**src/rtl/pump_pkg.sv**
```systemverilog
// Shared pump PWM definitions: duty limits, counter range, channel states
// and the soft-start ramp arithmetic.
package pump_pkg;

  localparam logic [7:0] PWM_MAX     = 8'd230;
  localparam logic [7:0] PWM_MIN     = 8'd77;
  localparam logic [7:0] PWM_CNT_MAX = 8'd254;

  typedef enum logic [1:0] {
    CH_IDLE = 2'd0,
    CH_RAMP = 2'd1,
    CH_HOLD = 2'd2
  } ch_state_t;

  // One ramp step toward tgt, clamped at tgt; 9-bit math keeps eff+step and eff-step exact.
  function automatic logic [7:0] ramp_step(input logic [7:0] eff,
                                           input logic [7:0] tgt,
                                           input logic [7:0] step);
    logic [8:0] up_s;
    logic [8:0] dn_s;
    logic [7:0] res_s;
    up_s = {1'b0, eff} + {1'b0, step};
    dn_s = {1'b0, eff} - {1'b0, step};
    if (tgt > eff) begin
      if (up_s >= {1'b0, tgt}) res_s = tgt;
      else                     res_s = up_s[7:0];
    end else if (tgt < eff) begin
      if (dn_s[8] || (dn_s <= {1'b0, tgt})) res_s = tgt;
      else                                  res_s = dn_s[7:0];
    end else begin
      res_s = eff;
    end
    return res_s;
  endfunction

endpackage

```
**src/rtl/pump_pwm_driver_channel.sv**
```systemverilog
// One pump PWM channel: target sample, slew-limited effective duty,
// IDLE/RAMP/HOLD state and the registered drive pin.
module pwm_channel
  import pump_pkg::*;
#(
  parameter int RAMP_STEP = 8
) (
  input  logic       clk,
  input  logic       reset,
  input  logic       enable,
  input  logic [7:0] tgt,
  input  logic [7:0] cnt,
  input  logic       period_end,
  input  logic       ramp_wrap,
  output logic       pwm_out,
  output logic [7:0] duty_eff,
  output logic       busy
);

  localparam logic [7:0] STEP_C = 8'(RAMP_STEP);

  ch_state_t  state_r;
  ch_state_t  state_nxt_s;
  logic [7:0] eff_r;
  logic [7:0] eff_nxt_s;
  logic [7:0] tgt_r;
  logic [7:0] tgt_nxt_s;
  logic [7:0] samp_tgt_s;
  logic       pin_r;
  logic       busy_r;

  // Next-state, target sample and ramped duty; a zero target or disable wins over any step.
  always_comb begin
    state_nxt_s = state_r;
    eff_nxt_s   = eff_r;
    tgt_nxt_s   = tgt_r;
    samp_tgt_s  = period_end ? tgt : tgt_r;
    if (!enable || (tgt == 8'd0)) begin
      state_nxt_s = CH_IDLE;
      eff_nxt_s   = 8'd0;
      tgt_nxt_s   = 8'd0;
    end else begin
      if (period_end) tgt_nxt_s = tgt;
      else            tgt_nxt_s = tgt_r;
      if (ramp_wrap) eff_nxt_s = ramp_step(eff_r, samp_tgt_s, STEP_C);
      else           eff_nxt_s = eff_r;
      case (state_r)
        CH_IDLE: begin
          if (samp_tgt_s != 8'd0)
            state_nxt_s = (eff_nxt_s == samp_tgt_s) ? CH_HOLD : CH_RAMP;
          else
            state_nxt_s = CH_IDLE;
        end
        CH_RAMP, CH_HOLD: begin
          if (eff_nxt_s == samp_tgt_s) state_nxt_s = CH_HOLD;
          else                         state_nxt_s = CH_RAMP;
        end
        default: state_nxt_s = CH_IDLE;
      endcase
    end
  end

  // State, duty and pin registers; the pin compares against the duty already in force.
  always_ff @(posedge clk or posedge reset) begin
    if (reset) begin
      state_r <= CH_IDLE;
      eff_r   <= 8'd0;
      tgt_r   <= 8'd0;
      pin_r   <= 1'b0;
      busy_r  <= 1'b0;
    end else begin
      state_r <= state_nxt_s;
      eff_r   <= eff_nxt_s;
      tgt_r   <= tgt_nxt_s;
      pin_r   <= enable && (cnt < eff_r);
      busy_r  <= (state_nxt_s == CH_RAMP);
    end
  end

  assign pwm_out  = pin_r;
  assign duty_eff = eff_r;
  assign busy     = busy_r;

endmodule

```
**src/rtl/pump_pwm_driver.sv**
```systemverilog
// Dual-channel pump PWM stage: shared prescaler, period and ramp counters
// keep pump A and pump B phase-aligned.
module pump_pwm_driver
  import pump_pkg::*;
#(
  parameter int PRESCALE     = 10,
  parameter int RAMP_STEP    = 8,
  parameter int RAMP_PERIODS = 4
) (
  input  logic       clk,
  input  logic       reset,
  input  logic       enable,
  input  logic [7:0] pwm_duty_a,
  input  logic [7:0] pwm_duty_b,
  output logic       pwm_out_a,
  output logic       pwm_out_b,
  output logic [7:0] duty_eff_a,
  output logic [7:0] duty_eff_b,
  output logic       period_start,
  output logic       ramp_busy
);

  localparam int PW = (PRESCALE > 1) ? $clog2(PRESCALE) : 1;
  localparam int RW = (RAMP_PERIODS > 1) ? $clog2(RAMP_PERIODS) : 1;
  localparam logic [PW-1:0] PRESC_LAST = PW'(PRESCALE - 1);
  localparam logic [RW-1:0] RAMP_LAST  = RW'(RAMP_PERIODS - 1);

  logic [PW-1:0] presc_r;
  logic [7:0]    cnt_r;
  logic [RW-1:0] ramp_cnt_r;
  logic          period_start_r;
  logic          tick_s;
  logic          period_end_s;
  logic          ramp_wrap_s;
  logic          busy_a_s;
  logic          busy_b_s;

  assign tick_s       = (presc_r == PRESC_LAST);
  assign period_end_s = tick_s && (cnt_r == PWM_CNT_MAX);
  assign ramp_wrap_s  = period_end_s && (ramp_cnt_r == RAMP_LAST);

  // Timebase; disable parks every counter at zero so re-enable starts a fresh period.
  always_ff @(posedge clk or posedge reset) begin
    if (reset) begin
      presc_r        <= '0;
      cnt_r          <= 8'd0;
      ramp_cnt_r     <= '0;
      period_start_r <= 1'b0;
    end else if (!enable) begin
      presc_r        <= '0;
      cnt_r          <= 8'd0;
      ramp_cnt_r     <= '0;
      period_start_r <= 1'b0;
    end else begin
      if (tick_s) presc_r <= '0;
      else        presc_r <= presc_r + PW'(1);
      if (period_end_s) cnt_r <= 8'd0;
      else if (tick_s)  cnt_r <= cnt_r + 8'd1;
      else              cnt_r <= cnt_r;
      if (ramp_wrap_s)       ramp_cnt_r <= '0;
      else if (period_end_s) ramp_cnt_r <= ramp_cnt_r + RW'(1);
      else                   ramp_cnt_r <= ramp_cnt_r;
      period_start_r <= period_end_s;
    end
  end

  pwm_channel #(.RAMP_STEP(RAMP_STEP)) u_ch_a (
    .clk        (clk),
    .reset      (reset),
    .enable     (enable),
    .tgt        (pwm_duty_a),
    .cnt        (cnt_r),
    .period_end (period_end_s),
    .ramp_wrap  (ramp_wrap_s),
    .pwm_out    (pwm_out_a),
    .duty_eff   (duty_eff_a),
    .busy       (busy_a_s)
  );

  pwm_channel #(.RAMP_STEP(RAMP_STEP)) u_ch_b (
    .clk        (clk),
    .reset      (reset),
    .enable     (enable),
    .tgt        (pwm_duty_b),
    .cnt        (cnt_r),
    .period_end (period_end_s),
    .ramp_wrap  (ramp_wrap_s),
    .pwm_out    (pwm_out_b),
    .duty_eff   (duty_eff_b),
    .busy       (busy_b_s)
  );

  assign period_start = period_start_r;
  assign ramp_busy    = busy_a_s | busy_b_s;

endmodule

```
**config.mk**
```make
export PLATFORM = sky130hd
export DESIGN_NAME = pump_pwm_driver
export DESIGN_NICKNAME = d
export VERILOG_FILES = /design/src/rtl/pump_pkg.sv /design/src/rtl/pump_pwm_driver_channel.sv /design/src/rtl/pump_pwm_driver.sv
export SDC_FILE = /design/constraint.sdc
export NUM_CORES = 1
export LEC_CHECK = 0
export CAP_MARGIN = 0
export CELL_PAD_IN_SITES_DETAIL_PLACEMENT = 0
export CELL_PAD_IN_SITES_GLOBAL_PLACEMENT = 1
export CORE_MARGIN = 2
export CORE_UTILIZATION = 45
export CTS_CLUSTER_DIAMETER = 40
export DETAILED_ROUTE_END_ITERATION = 12
export PLACE_DENSITY_LB_ADDON = 0.1
export SYNTH_ARGS = -nofsm -noshare
export SYNTH_HDL_FRONTEND = slang
export SYNTH_SLANG_ARGS = --single-unit
```
**constraint.sdc**
```tcl
create_clock -name clk -period 9.7 [get_ports clk]
set_input_delay 1.94 -clock clk [delete_from_list [all_inputs] [get_ports clk]]
set_output_delay 1.94 -clock clk [all_outputs]
set_load 0.02 [all_outputs]
```
---- Word level (Yosys, flattened, before mapping) ----
Index checks and enable logic that the tools add are counted.
cells by class
  $add $sub $neg .......................... 7
  multipliers ............................. 0
  div/mod/pow operators ................... 0
  order comparisons ....................... 10
  eq/ne operators ......................... 13
  shift-type cells ........................ 0
  multiplexer cells ....................... 35
  bitwise gates (word level) .............. 1
  reductions and logical operators ........ 17
operator list
  cell                                                                 count
  8-bit two-way mux                                                    21
  8-bit less-than comparator                                           4
  8-bit by 4-bit adder with 9-bit output (second input constant)       2
  9-bit by 8-bit greater-or-equal comparator with 1-bit output         2
  9-bit by 8-bit <= comparator with 1-bit output                       2
  2-bit two-way mux                                                    9
  8-bit by 4-bit subtractor with 9-bit output (second input constant)  2
  8-bit == test                                                        2
  8-bit greater-than comparator                                        2
  8-bit zero test                                                      2
  8-bit nonzero test                                                   2
  8-bit by 1-bit adder with 8-bit output (second input constant)       1
  2-bit by 1-bit == test with 1-bit output (second input constant)     4
  8-bit == test (second input constant)                                1
  4-bit two-way mux                                                    2
  2-bit case mux with 2 select lines                                   2
  2-bit == test (second input constant)                                3
  3-bit by 1-bit != test with 1-bit output (second input constant)     2
  4-bit by 1-bit adder with 4-bit output (second input constant)       1
  4-bit == test (second input constant)                                1
  1-bit logical AND                                                    4
  2-bit zero test                                                      2
  1-bit logical OR                                                     4
  2-bit OR reduction                                                   2
  other kinds (4)                                                      4
storage, ports and cells
  bits in registers ....................... 55
  latch bits .............................. 0
  bits in writable memories ............... 0
  memory bits (read-only) ................. 0
  output and inout bits ................... 20
  word-level logic and storage cells ...... 97
  memories kept ........................... 0

---- Logic depth before layout (Yosys ltp) ----
Gate-level depths: netlist of the first run.
  word-level depth ........................ 16
  mapped depth ............................ 19
  mapped depth without buffers ............ 16

---- Cells and area by module ----
Synthesis of the first run repeated with hierarchy kept, for this count alone.
second synthesis, totals
  cells, all modules ...................... 599
  area total of the unflattened synthesis .. 5268.8 um^2
modules (own cells, without submodules)
  module                 instances  cells each  area each (um^2)  seq. area each (um^2)
  pwm_channel at u_ch_a  1          260         2269.7            500.5
  pwm_channel at u_ch_b  1          253         2149.6            500.5
  pump_pwm_driver        1          86          849.6             375.4

---- Least setup slack after synthesis of the first run ----
OpenSTA, ideal clock, no wires.
  path type ............................... input -> register
  start point ............................. input port pwm_duty_a[7]
  end point ............................... register u_ch_a.busy_r, in the netlist u_ch_a.busy
  arrival time ............................ 4793 ps
  path slack .............................. 4788 ps
  stages on the path ...................... 11
  cell sequence ........................... mux2i_1 inv_1 ha_1 and3_1 a221oi_1 a21oi_1 o31a_1 mux2_2 a311oi_1 nand4_1 and2_1
between the ends
  word-level cells in the longest chain between the ends .. 14
  elaborated cells on any way between the ends .. 21
  those cells by class .................... order compare (4); eq/ne (2); mux (11); reduce/logical (4)
ends and longest elaborated chain
  what                                            RTL line                                                      text
  start: declaration                              pump_pwm_driver.sv:13                                         input logic [7:0] pwm_duty_a,
  8-bit two-way mux                               --
  9-bit by 8-bit <= comparator with 1-bit output  pump_pkg.sv:28                                                if (dn_s[8] || (dn_s <= {1'b0, tgt})) res_s = tgt;
  1-bit logical OR                                pump_pkg.sv:28
  8-bit two-way mux                               pump_pkg.sv:28
  8-bit two-way mux                               pump_pkg.sv:27                                                end else if (tgt < eff) begin
  8-bit two-way mux                               pump_pkg.sv:24                                                if (tgt > eff) begin
  8-bit two-way mux                               pump_pwm_driver_channel.sv:45                                 if (ramp_wrap) eff_nxt_s = ramp_step(eff_r, samp_tgt_s, STEP_C);
  8-bit two-way mux                               pump_pwm_driver_channel.sv:38                                 if (!enable || (tgt == 8'd0)) begin
  8-bit == test                                   pump_pwm_driver_channel.sv:50, pump_pwm_driver_channel.sv:55
  2-bit two-way mux                               pump_pwm_driver_channel.sv:50, pump_pwm_driver_channel.sv:55
  2-bit two-way mux                               pump_pwm_driver_channel.sv:49                                 if (samp_tgt_s != 8'd0)
  2-bit case mux with 2 select lines              pump_pwm_driver_channel.sv:47                                 case (state_r)
  2-bit two-way mux (*)                           pump_pwm_driver_channel.sv:38
  2-bit by 1-bit == test with 1-bit output (*)    pump_pwm_driver_channel.sv:76                                 busy_r <= (state_nxt_s == CH_RAMP);
  end signal: assignment                          pump_pwm_driver_channel.sv:76
  end: declaration                                pump_pwm_driver_channel.sv:30                                 logic busy_r;
Mark *: on every way between the ends. The rest lies on a longest branch, timed or not. The select of a mux whose other input is x is not followed.
A chain may end at the register's enable or synchronous reset.

---- Final worst setup path of the first run ----
  start point ............................. input port pwm_duty_a[4]
  end point ............................... register u_ch_a.busy_r, in the netlist u_ch_a.busy
Same word-level chain as after synthesis.

==> results of run 1 <==
==> state kept, by name (all words and copies together) (netlist names), 2 cells and up <==
name,count
cnt_r,8
presc_r,4
ramp_cnt_r,2
u_ch_a.duty_eff,8
u_ch_a.state_r,2
u_ch_a.tgt_r,8
u_ch_b.duty_eff,8
u_ch_b.state_r,2
u_ch_b.tgt_r,8
==> cells in the mapped netlist, drive strengths merged (8+ instances only) <==
| library cell | count | area, um2 |
|---|---|---|
| a211oi | 15 | 113 |
| a21o | 18 | 135 |
| a21oi | 38 | 198 |
| and3 | 9 | 56.3 |
| buf | 8 | 50.0 |
| clkbuf | 18 | 67.6 |
| dfrtp | 55 | 1380 |
| ha | 63 | 788 |
| inv | 46 | 173 |
| mux2i | 15 | 158 |
| nand2 | 49 | 184 |
| nand2b | 9 | 56.3 |
| nand3 | 21 | 110 |
| nand4 | 16 | 115 |
| nor2 | 60 | 228 |
| nor2b | 11 | 68.8 |
| nor3 | 18 | 118 |
| o21ai | 33 | 165 |
| xnor2 | 15 | 131 |
| xor2 | 10 | 87.6 |
==> critical path: cells and delay by family <==
family / cells / cell delay (ns)
AOI/OAI and AO/OA: 5 / 1.91
adders and majority gates: 1 / 0.32
buffers and inverters: 2 / 0.58
muxes: 1 / 0.55
and+or+nand+nor: 3 / 0.76
==> through the flow <==
stage	area, um2	total power, mW
2_1_floorplan	5560	0.245
3_3_place_gp	6050	0.259
3_5_place_dp	6050	0.259
4_1_cts	6220	0.480
5_1_grt	6220	0.491
6_report	6220	0.475
==> per-layer routing <==
metal	up-vias	GRT usage [%]
met5	-	0
met4	0	10.8
met3	49	4.11
met2	216	45.8
met1	2683	36.6
li1	2551	-
==> path summary, 6_finish.rpt <==
check	endpoint	cells after the start	slack (ns)	startpoint
max in group asynchronous	cnt_r[3]	3	7.07	reset
min in group asynchronous	u_ch_a.tgt_r[4]	3	2.16	reset
setup reg to reg	u_ch_a.busy	15	4.08	presc_r[1]
hold / removal	presc_r[0]	1	0.50	presc_r[0]
setup / recovery	u_ch_a.busy	12	3.83	pwm_duty_a[4]
hold reg to reg	presc_r[0]	1	0.50	presc_r[0]
==> cell type report <==
class | instances | area [um2]
fill | 1175 | 5790
multi-input combinational | 538 | 3880
sequential | 55 | 1380
timing repair buffer | 44 | 425
inverter | 49 | 184
tap | 147 | 184
clock buffer | 6 | 129
clock inverter | 2 | 38.8
==> logic make-up (layout without fill, tap and decap cells) <==
group / Yosys count / after routing / synth area share, %
DFF: 55 / 55 / 24.8
and+or+nand+nor: 237 / 237 / 22.8
AOI/OAI and AO/OA: 193 / 193 / 25.0
buffers and inverters: 75 / 101 / 5.43
muxes: 20 / 20 / 3.92
xor gates and xnor gates: 25 / 25 / 3.94
adders and majority gates: 63 / 63 / 14.2
==> where the power goes <==
group	switching [mW]	internal, mW	leakage [nW]	total, mW
logic	0.0131	0.00971	1.83	0.0228
registers	0.00102	0.230	0.766	0.231
clock network	0.0974	0.123	0.0815	0.221
total	0.111	0.363	2.68	0.475
==> key figures, run 1 <==
Run status
  • Status: finished, final reports clean

Detailed routing
  • Via count: 5499
  • WL/cell: 21.3 um
  • ANT nets after route: 0
  • Pre-Repair DR Iteration Count: 5
  • First DRT Iteration DRCs: 467
  • Met3 WL: 925 um
  • Drt drc: 0
  • Vias/cell: 6.54
  • WL final: 17.9 mm
  • Top Metal Used: met4
  • M1 WL: 7.67 mm
  • Met2 WL: 8.70 mm

Timing
  • Peak Freq: 170 MHz
  • Count of final hold-check violations: 0
  • Tcrit/Tclk final: 60.5%
  • Post-route setup slack: 3.83 ns
  • Hold slack: 0.501 ns
  • Worst-margin pin slew: 0.919 ns
  • Worst Skew: 0.00860 ns
  • Slew Limit Fails: 0
  • Final critical-path required period: 5.87 ns
  • Final setup fails: 0
  • Max-slew headroom: 38.7%
  • Unrepaired setup endpoints after global routing: no
  • Setup TNS: 0 ns

Critical path
  • Crit path DAT: 6.08 ns
  • CP Max Fanout: 7
  • Crit path cell chain: clkdlybuf4s50_1, mux2i_1, inv_1, ha_1, a21o_1, a221oi_1, nand2_1, a311oi_1, a2111oi_0, a311oi_1, nand4_1, and2_1
  • Crit-path slowest cell: a221oi_1
  • Setup Crit Path Kind: in -> reg
  • Top cell by count, worst path: a311oi_1
  • Crit start category: primary input
  • Setup crit end kind: flop
  • Critical Path Max Stage Delay: 0.80 ns
  • Worst Path Required: 9.91 ns

Floorplan
  • Ports: 39
  • # rows: 40
  • Die Area: 0.0133 mm2
  • Die H: 115 um
  • Core area: 0.0120 mm2
  • Initial core utilization: 46.3%
  • Die width: 115 um

Clock tree
  • Number of gates resized after cts: 0
  • CTS H-tree lvls: 2
  • CTS tree: done
  • Worst-path clk slew: 0.08 ns
  • Post-CTS Setup Bufs: 0
  • Root Driver: clkbuf_16
  • Num CTS Buffers: 5
  • Hold_buf cts: 0
  • CTS Buffer Depth: 2
  • Clock latency on the worst-skew pair: 0.31 ns
  • Sinks on Clock Net: 55

GRT
  • Global route overflow: 0
  • First-pass GRT wire length: 28.6 mm
  • Largest net degree at the start of global routing: 56
  • Vias in the first global route: 5226
  • Initial antenna violation count: 0
  • Global Route Usage Sum: 27.7%

Finish
  • Final cell count without fillers: 841
  • Most common cell after layout, fill and taps aside: ha_1
  • Most frequent cells in the layout: 63 x ha_1, 59 x nor2_1, 55 x dfrtp_1
  • Core Util, Final: 51.8%
  • Area growth syn-to-layout: 11.9%
  • Nets@finish: 775
  • Share of layout cells above drive strength 1: 6.77%
  • ANT cells: 0

Placed design
  • GPL Wtd Cong: 0.933
  • Dpl ws: 3.64 ns
  • Port Buffer Count: 38
  • DP Wirelength: 13.3 mm
  • # placed instances: 833

Power
  • Leakage: 2.68 nW
  • P per Cell Area: 76.4 mW/mm2
  • Peak VDD IR: 0.0685 mV

Logic synthesis
  • Sequential fraction of the synthesis area: 24.8%
  • Post-Syn Instances: 668
  • Avg Cell Area, Syn: 8.32 um2
  • Yosys cell types: 85
  • Synthesized net count: 750
  • Number of flops mapped to enable cells by yosys: 0
  • Synth Register Bits: 55
  • Yosys warns: 0
  • Top FF cell, synth: dfrtp_1
  • Async SR Flop Fraction: 100%
  • Cell Area, Synth: 0.00556 mm2

Job
  • Max-cap check violation count: 0

Worst hold path
  • Path type of the worst min-delay path: reg -> reg
Power figures use the tool's default switching activity.
==> run 2: changes to the inputs <==
--- a/config.mk
+++ b/config.mk
@@ -9,7 +9,7 @@
 export CELL_PAD_IN_SITES_DETAIL_PLACEMENT = 0
 export CELL_PAD_IN_SITES_GLOBAL_PLACEMENT = 1
 export CORE_MARGIN = 2
-export CORE_UTILIZATION = 45
+export CORE_UTILIZATION = 42
 export CTS_CLUSTER_DIAMETER = 40
 export DETAILED_ROUTE_END_ITERATION = 12
 export PLACE_DENSITY_LB_ADDON = 0.1
==> constraint.sdc (replaced) <==
create_clock -name clk -period 5.25 [get_ports clk]
set_input_delay 1.05 -clock clk [delete_from_list [all_inputs] [get_ports clk]]
set_output_delay 1.05 -clock clk [all_outputs]
set_load 0.02 [all_outputs]
==> run 2 against run 1 <==
Compared with the run above: clock power increased by 64%; flip-flop and latch count unchanged; combinational power increased by 92%; non-clock buffer count increased by 30; die area increased by 6.9%; sequential share of layout area decreased by 0.84 points; power increased by 76%; highest routed layer unchanged; final area increased by 4.0%; setup slack got worse by 3.5 ns; count of clock-buffer cells in the layout decreased by 1; via count increased by 0.60%; clock skew about the same; largest power group unchanged.
==> key figures, run 2 (synthesis gave the netlist of run 1 again) <==
Run status
  • Status: finished, final reports clean

Power
  • Sw power: 0.208 mW (+87%)
  • Internal Power: 0.625 mW (+72%)
  • Clock network power share: 43.5% (-3.0 points)
  • P per Cell Area: 129 mW/mm2 (+69%)
  • Sequential fraction of design power: 51.2% (+2.5 points)
  • Peak VDD IR: 0.112 mV (+63%)
  • Switching Fraction: 25.0% (+1.5 points)
  • Comb pwr share: 5.3% (+0.5 points)
  • Leakage: 2.81 nW (+4.8%)

Clock tree
  • Sinks on Clock Net: 55 (unchanged)
  • CTS Buffer Depth: 2 (unchanged)
  • Clock latency on the worst-skew pair: 0.31 ns (about the same)
  • Num CTS Buffers: 5 (unchanged)
  • Post-CTS Setup Bufs: 0 (unchanged)
  • CTS H-tree lvls: 2 (unchanged)
  • Worst-path clk slew: 0.08 ns (about the same)
  • Hold_buf cts: 0 (unchanged)
  • Number of gates resized after cts: 0 (unchanged)
  • CTS tree: done
  • Root Driver: clkbuf_16

GRT
  • Initial antenna violation count: 0 (unchanged)
  • First-pass GRT wire length: 30.3 mm (+6.0%)
  • Vias in the first global route: 5425 (+3.8%)
  • Met2 usage: 45.3% (-0.55 points)
  • Global Route Usage Sum: 27.4% (-0.29 points)
  • Busiest layer in global routing: met2
  • Global route overflow: 0 (unchanged)
  • Global routing met3 resource utilization: 3.64% (-0.47 points)
  • Largest net degree at the start of global routing: 56 (unchanged)
  • GR Util met1: 35.6% (-0.93 points)

Critical path
  • CP Buf/Inv Count: 3 (+1)
  • CP Max Fanout: 11 (+4)
  • Worst Path Required: 5.49 ns (-4.42 ns)
  • Setup crit end kind: flop
  • Crit path cell chain: inv_1, ha_1, and4b_1, nand3_2, buf_4, mux2i_1, inv_1, ha_1, nand4_1, nor2_1, a211oi_1, nor2_1, o311ai_0, a32oi_1, o221ai_1, nor4b_2, and4b_1
  • Critical Path Max Stage Delay: 0.50 ns (-0.30 ns)
  • CP startpoint: presc_r[1]
  • Crit path DAT: 5.18 ns (-0.90 ns)
  • Reg2Reg Launch Point: presc_r[1]
  • Crit start category: flop
  • Setup Crit Path Kind: reg -> reg
  • Crit-path leading delay family: simple AND/OR/NAND/NOR gates
  • Crit-path slowest cell: nor2_1

Timing
  • Unrepaired setup endpoints after global routing: no
  • Final setup fails: 0 (unchanged)
  • Tcrit/Tclk final: 94.0%
  • Setup TNS: 0 ns (unchanged)
  • Max-slew headroom: 49.0% (+10 points)
  • Worst-margin pin slew: 0.765 ns (-0.154 ns)
  • Count of final hold-check violations: 0 (unchanged)
  • Final critical-path required period: 4.94 ns
  • Worst Skew: 0.00903 ns (+0.000429 ns)
  • Slew Limit Fails: 0 (unchanged)
  • Peak Freq: 203 MHz

Job
  • Max-cap check violation count: 0 (unchanged)

Floorplan
  • Core area: 0.0131 mm2 (+8.9%)
  • Initial core utilization: 42.5% (-3.8 points)
  • Die H: 119 um (+3.4%)
  • Die width: 119 um (+3.4%)
  • Die Area: 0.0142 mm2 (+6.9%)
  • # rows: 42 (+5.0%)
  • Ports: 39 (unchanged)

Placed design
  • Port Buffer Count: 38 (unchanged)
  • DP Wirelength: 14.3 mm (+7.3%)
  • GPL Wtd Cong: 0.964 (+3.3%)
  • # placed instances: 892 (+7.1%)

Detailed routing
  • Vias/cell: 6.15 (-6.0%)
  • WL/cell: 21.0 um (-1.5%)
  • First DRT Iteration DRCs: 542 (+16%)
  • Drt drc: 0 (unchanged)
  • ANT nets after route: 0 (unchanged)
  • Pre-Repair DR Iteration Count: 5 (unchanged)
  • WL final: 18.9 mm (+5.4%)
  • Via count: 5532 (+0.60%)

Finish
  • Area growth syn-to-layout: 16.3%
  • Nets@finish: 805 (+3.9%)
  • ANT cells: 0 (unchanged)
  • Most frequent cells in the layout: 63 x ha_1, 59 x nor2_1, 55 x dfrtp_1
  • Most common cell after layout, fill and taps aside: ha_1
  • Share of layout cells above drive strength 1: 10.8% (+4.0 points)
  • # fillers: 1293 (+10%)
  • Final cell count without fillers: 900 (+7.0%)

Worst hold path
  • Hold Crit Start: presc_r[0]
  • Path type of the worst min-delay path: reg -> reg
run 2: cell count changes in the layout (fill, tap and decap cells not counted):
cell        previous run  this run
buf_4                  6        36
bufinv_16              1         0
clkbuf_1               1         0
clkinv_4               0         1
clkinvlp_4             0         1
inv_6                  1         0
inv_8                  0         1
run 2: layout make-up:
cell class / instances / area (um2) / share of cell area (%)
Multi-Input combinational cell: 538 / 3880 / 60.0
Timing Repair Buffer: 74 / 651 / 10.1
Sequential cell: 55 / 1380 / 21.3
Tap cell: 176 / 220 / 3.41
Clock inverter: 3 / 27.5 / 0.426
Inverter: 49 / 184 / 2.85
Clock buffer: 5 / 125 / 1.94
run 2: layer usage:
metal	part of all wire (%)	vias up
li1	-	2618
met1	43	2643
met2	47	222
met3	5.1	49
met4	4.5	0
met5	0	-
run 2: through the flow:
stage | area (um2) | hold WS (ns) | total power [mW] | worst slack [ns] | utilization (%)
finish | 6460 | 0.504 | 0.833 | 0.313 | 49.4
global route | 6460 | 0.543 | 0.866 | 0.0217 | 49.4
CTS | 6460 | 0.503 | 0.845 | 0.374 | 49.4
detailed placement | 6310 | 0.490 | 0.480 | 0.422 | 48.2
global placement | 6310 | 0.477 | 0.479 | 0.472 | 48.2
floorplan | 5560 | 0.461 | 0.452 | 0.917 | -
run 2: worst paths after layout:
path                                      to  slack [ns]  depth (start not counted)
setup reg to reg           u_ch_b.state_r[1]        0.31                         17
hold / removal                    presc_r[0]        0.50                          1
min in group asynchronous      ramp_cnt_r[1]        1.27                          3
setup / recovery           u_ch_b.state_r[1]        0.31                         17
max in group asynchronous     u_ch_b.pwm_out        3.47                          3
hold reg to reg                   presc_r[0]        0.50                          1
run 2: power by group through the flow:
| stage | Sequential, mW | Clock, mW | Combinational, mW |
|---|---|---|---|
| 3_5_place_dp | 0.436 | 0 | 0.0448 |
| 5_1_grt | 0.428 | 0.391 | 0.0483 |
| 2_1_floorplan | 0.435 | 0 | 0.0173 |
| 6_report | 0.427 | 0.362 | 0.0438 |
| 4_1_cts | 0.427 | 0.373 | 0.0449 |
| 3_3_place_gp | 0.435 | 0 | 0.0437 |
